$ cat src/rtl/control_unit.sv
// control_unit: multi-cycle FSM sequencer for a small 16-bit datapath.
// Ports: clock/reset (sync, active-high), start pulse, instruction
// fetch (instr_addr out, instr_data in one cycle later), datapath
// flags in, register-file/ALU controls out, halted/illegal status.
module control_unit #(
  parameter int PC_W = 8
) (
  input  logic            clock,
  input  logic            reset,
  input  logic            start,
  output logic [PC_W-1:0] instr_addr,
  input  logic [15:0]     instr_data,
  input  logic            zero_flag,
  input  logic            pos_flag,
  output logic            rf_write,
  output logic [2:0]      rs_addr,
  output logic [2:0]      rt_addr,
  output logic [2:0]      rd_addr,
  output logic [15:0]     imm_data,
  output logic [3:0]      alu_sel,
  output logic            imm_sel,
  output logic            mem_write,
  output logic            halted,
  output logic            illegal
);

  localparam logic [2:0] IDLE    = 3'd0;
  localparam logic [2:0] FETCH   = 3'd1;
  localparam logic [2:0] DECODE  = 3'd2;
  localparam logic [2:0] EXECUTE = 3'd3;
  localparam logic [2:0] HALT    = 3'd4;

  localparam logic [3:0] OP_NOP  = 4'h0;
  localparam logic [3:0] OP_ALU  = 4'h1;
  localparam logic [3:0] OP_ADDI = 4'h2;
  localparam logic [3:0] OP_BEQZ = 4'h3;
  localparam logic [3:0] OP_BGTZ = 4'h4;
  localparam logic [3:0] OP_JMP  = 4'h5;
  localparam logic [3:0] OP_HALT = 4'hF;

  logic [2:0]      state;
  logic [PC_W-1:0] pc;
  logic [15:0]     ir;

  logic [3:0]  op;
  logic [15:0] imm_ext;
  logic        br_take;

  assign op      = ir[15:12];
  assign imm_ext = {{10{ir[5]}}, ir[5:0]};

  // Branch condition sampled from the live flags while in EXECUTE.
  always_comb begin
    br_take = 1'b0;
    if (op == OP_BEQZ) br_take = zero_flag;
    if (op == OP_BGTZ) br_take = pos_flag && !zero_flag;
  end

  always_ff @(posedge clock) begin
    if (reset) begin
      state   <= IDLE;
      pc      <= '0;
      ir      <= '0;
      illegal <= 1'b0;
    end else begin
      case (state)
        IDLE:   if (start) state <= FETCH;
        FETCH:  state <= DECODE;
        DECODE: begin
          ir    <= instr_data;
          pc    <= pc + 1'b1;
          state <= EXECUTE;
        end
        EXECUTE: begin
          state <= FETCH;
          case (op)
            OP_NOP, OP_ALU, OP_ADDI: ;
            // pc already points past the branch here
            OP_BEQZ, OP_BGTZ:
              if (br_take) pc <= pc + imm_ext[PC_W-1:0];
            OP_JMP:  pc <= ir[PC_W-1:0];
            OP_HALT: state <= HALT;
            default: begin
              state   <= HALT;
              illegal <= 1'b1;
            end
          endcase
        end
        HALT:    state <= HALT;
        default: state <= IDLE;
      endcase
    end
  end

  assign instr_addr = pc;
  assign halted     = (state == HALT);
  assign mem_write  = 1'b0;

  always_comb begin
    rf_write = 1'b0;
    rs_addr  = 3'd0;
    rt_addr  = 3'd0;
    rd_addr  = 3'd0;
    imm_data = 16'd0;
    alu_sel  = 4'd0;
    imm_sel  = 1'b0;
    if (state == EXECUTE) begin
      case (op)
        OP_ALU: begin
          rs_addr  = ir[8:6];
          rt_addr  = ir[5:3];
          rd_addr  = ir[11:9];
          alu_sel  = {1'b0, ir[2:0]};
          rf_write = 1'b1;
        end
        OP_ADDI: begin
          rs_addr  = ir[8:6];
          rd_addr  = ir[11:9];
          imm_data = imm_ext;
          imm_sel  = 1'b1;
          rf_write = 1'b1;
        end
        // compare rs against zero through the ALU
        OP_BEQZ, OP_BGTZ: begin
          rs_addr = ir[8:6];
          imm_sel = 1'b1;
        end
        default: ;
      endcase
    end
  end

endmodule

$ cat config.mk
export PLATFORM = sky130hd
export DESIGN_NAME = control_unit
export DESIGN_NICKNAME = d
export VERILOG_FILES = /design/src/rtl/control_unit.sv
export SDC_FILE = /design/constraint.sdc
export NUM_CORES = 1
export LEC_CHECK = 0
export CAP_MARGIN = 20
export CORE_AREA = 2 2 74 69
export DETAILED_ROUTE_END_ITERATION = 8
export DIE_AREA = 0 0 76 71
export GPL_TIMING_DRIVEN = 1
export HOLD_SLACK_MARGIN = 0.05
export PLACE_DENSITY = 0.82
export RECOVER_POWER = 100
export SYNTH_ARGS = -nofsm -noshare
export SYNTH_HDL_FRONTEND = slang
export SYNTH_SLANG_ARGS = --single-unit
$ cat constraint.sdc
create_clock -name clock -period 2.4 [get_ports clock]
set_input_delay 0.24 -clock clock [delete_from_list [all_inputs] [get_ports clock]]
set_output_delay 0.24 -clock clock [all_outputs]
set_load 0.1 [all_outputs]
==> out/qor.txt <==
Crit path DAT - 2070 ps
PortBufs - 60
Total power - 1.511 mW
CP startpoint kind - register
Post-synth top cells - nand2_1, a21oi_1, dfxtp_1, nor2_1
Outcome - finished, final reports clean
Pint - 922.9 uW
Share of cells above drive strength 1 - 21.88%
RSZ-0062 raised after global routing - true
GP Congestion - 0.8310
Met2 WL post-DR - 2.676 mm
Slew @ Worst Pin - 1267 ps
Synth Register Bits - 28
Simple-Gate Fraction of Synth Area - 29.14%
TritonCTS clock tree - done
Period utilization - 96.18%
Crit path largest cell delay - 380 ps
Via Count - 2133
Worst-path maximum fanout - 5
Total negative slack - 0 ps
Dpl ws - 210.8 ps
Combinational Power Share - 36.1%
Yosys cell types - 53
Antenna violations before repair - 0
Final wirelength - 5.810 mm
Area contributors post-synth - dfxtp_1, a21oi_1, nand2_1
Nets - 351
Final setup viols - 0
Tightest Hold Check Type - register to register
Largest net degree at the start of global routing - 30
Hold buffer count at CTS - 0
Clock Skews - 6.945 ps
H-Tree Depth - 1
Routed wl met3 - 450 um
Cells after Synth - 271
First-pass GRT wire length - 9.618 mm
DIE AREA - 0.005396 mm^2
Pwr/cell area - 505.8 mW/mm^2
Largest family of logic cells by synthesized area - simple AND/OR/NAND/NOR gates
Cell Chain, Critical Path - and2b_2 > nand2_1 > or3_1 > nor2_1 > and2_1 > buf_12
Root buffer cell - clkbuf_8
Ys flop type - dfxtp_1
DR WL/cell - 15.09 um
GRT Util Overall - 22.02%
Clock transition at path regs - 100 ps
Leakage power - 1.089 nW
Mux contribution to synthesized area - 1.494%
M1 WL - 2.547 mm
Final Hold Fails - 0
Vias in the first global route - 2055
Die X-Extent - 76 um
Clk buf depth - 2
XOR/XNOR Fraction of Synth Area - 2.615%
Dominant cell type by area after synthesis - dfxtp_1
Grt ovf - 0
Post-Syn Area - 0.002009 mm^2
Peak supply drop - 330.7 uV
Worst Path Required - 2160 ps
Number of nets with antenna violations after routing - 0
Final WS setup - 91.63 ps
Core area - 0.004654 mm^2
Core Util, Final - 64.19%
Crit end category - primary output
Asr flop ratio synth - 0%
Most instantiated library cell after synthesis - nand2_1
Clock Power Share - 25.1%
Flop pwr share - 38.7%
Number of core rows - 24
Slew headroom - 15.55%
Max stage delay cell, worst path - or3_1
Warning count from the yosys run - 0
Mean area per synthesized cell - 7.415 um^2
Final min period - 2308 ps
Synth Area in Compound Gates - 22.60%
Ports - 63
Switching Share - 38.93%
Max cap viols - 0
Area delta synth->final - 48.69%
Clock Sinks - 28
Iteration-0 DRC Markers - 132
CTS Buf Count - 3
Post-synth top area share - 27.90%
EDFF count, synth - 0
Adder-cell share of the synthesized area - 5.978%
DRC Markers - 0
Crit path kind - register to primary output
Fmax - 433.2 MHz
Psw - 588.4 uW
DP Wirelength - 4.370 mm
Pre-antenna DRT Iters - 4
Inserted Diodes - 0
Worst skew pair latency - 290 ps
Slew Limit Fails - 0
Detailed-route vias per instance - 5.540
Max layer used - met4
Initial Util - 43.17%
Sequential fraction of the synthesis area - 27.90%
Die height - 71 um
[final cells by class]
class	instances	area, um^2
inverters	7	26.28
clock buffers	3	41.29
fillers	383	1667
clock inverters	1	30.03
multi-input cells	208	1296
well taps	65	81.33
flip-flops and latches	28	566.8
repair buffers	73	945.9
[worst max-delay path, delay by kind of cell (launching register included)]
kind,cells,cell delay (ps)
simple gates,5,1260
flops,1,350
buf+inv,1,190
[layer usage]
layer  GRT usage, %  vias up
met3          6.122       15
met2          34.42       86
met5              0        -
met4          10.51        0
li1               -     1030
met1          28.39     1002
[cells by family (layout without fill, tap and decap cells)]
logic type                 after synthesis  in the layout
adders and majority gates                9              9
other                                    1              2
and+or+nand+nor                        116            116
xor gates and xnor gates                 6              6
buffers and inverters                   36             84
DFF                                     28             28
muxes                                    3              3
AOI/OAI and AO/OA                       72             72
[timing repair]
action	in CTS	in global routing
endpoints found under the setup margin	11	20
gates resized for setup	0	2
buffers inserted	3	1
pin swaps	1	0
[state kept, by name, indices dropped and copies added, names as in the netlist]
register    flops
ir             16
instr_addr      8
state           3
illegal         1
[placed cells by master (no fill, tap or decap), types with 2 or more instances in the layout]
cell / Yosys / routed
clkbuf_1: 11 / 10
buf_12: 0 / 31
nand2_1: 40 / 40
mux2i_1: 3 / 3
nor2b_1: 4 / 4
nor3_1: 14 / 10
o31a_1: 2 / 2
nor3_2: 0 / 4
a211o_1: 4 / 4
and2_1: 14 / 10
buf_4: 13 / 11
clkdlybuf4s50_1: 0 / 19
dfxtp_1: 28 / 23
clkbuf_8: 0 / 3
xor2_1: 4 / 4
ha_1: 8 / 8
dfxtp_2: 0 / 5
xnor2_1: 2 / 2
nand2b_1: 4 / 4
o21ai_0: 12 / 12
inv_1: 7 / 7
a21oi_1: 32 / 32
conb_1: 1 / 2
a211oi_1: 7 / 7
or3_1: 2 / 2
nor2_1: 21 / 20
nand3_1: 5 / 5
and2_4: 0 / 4
[power groups by stage]
| stage | combinational, mW | clock, mW | sequential (mW) |
|---|---|---|---|
| 6_report | 0.546 | 0.380 | 0.586 |
| 5_1_grt | 0.601 | 0.393 | 0.592 |
| 4_1_cts | 0.556 | 0.384 | 0.584 |
| 3_5_place_dp | 0.553 | 0 | 0.595 |
| 3_3_place_gp | 0.540 | 0 | 0.592 |
| 2_1_floorplan | 0.330 | 0 | 0.673 |
[per-stage QoR]
| step | hold slack [ps] | instance area (um^2) | std cells |
|---|---|---|---|
| final | 452.5 | 2988 | 385 |
| after global routing | 489.1 | 2988 | 385 |
| after detailed placement | 442.7 | 2917 | 377 |
| after global placement | 438.1 | 2917 | 377 |
| after CTS | 457.1 | 3023 | 384 |
| after floorplan | 376.0 | 2072 | 272 |
[final timing paths]
| check | from | slack, ps | cells past startpoint | end |
|---|---|---|---|---|
| worst max-delay path | state[2]$_SDFFE_PP0P_ | 90 | 6 | alu_sel[0] |
| worst min-delay path | ir[8]$_SDFFE_PP0P_ | 450 | 2 | ir[8]$_SDFFE_PP0P_ |
| worst max register to register | instr_addr[0]$_SDFFE_PP0P_ | 180 | 8 | instr_addr[6]$_SDFFE_PP0P_ |
| worst min register to register | ir[8]$_SDFFE_PP0P_ | 450 | 2 | ir[8]$_SDFFE_PP0P_ |
No activity file was read; power rests on OpenSTA's default activity.
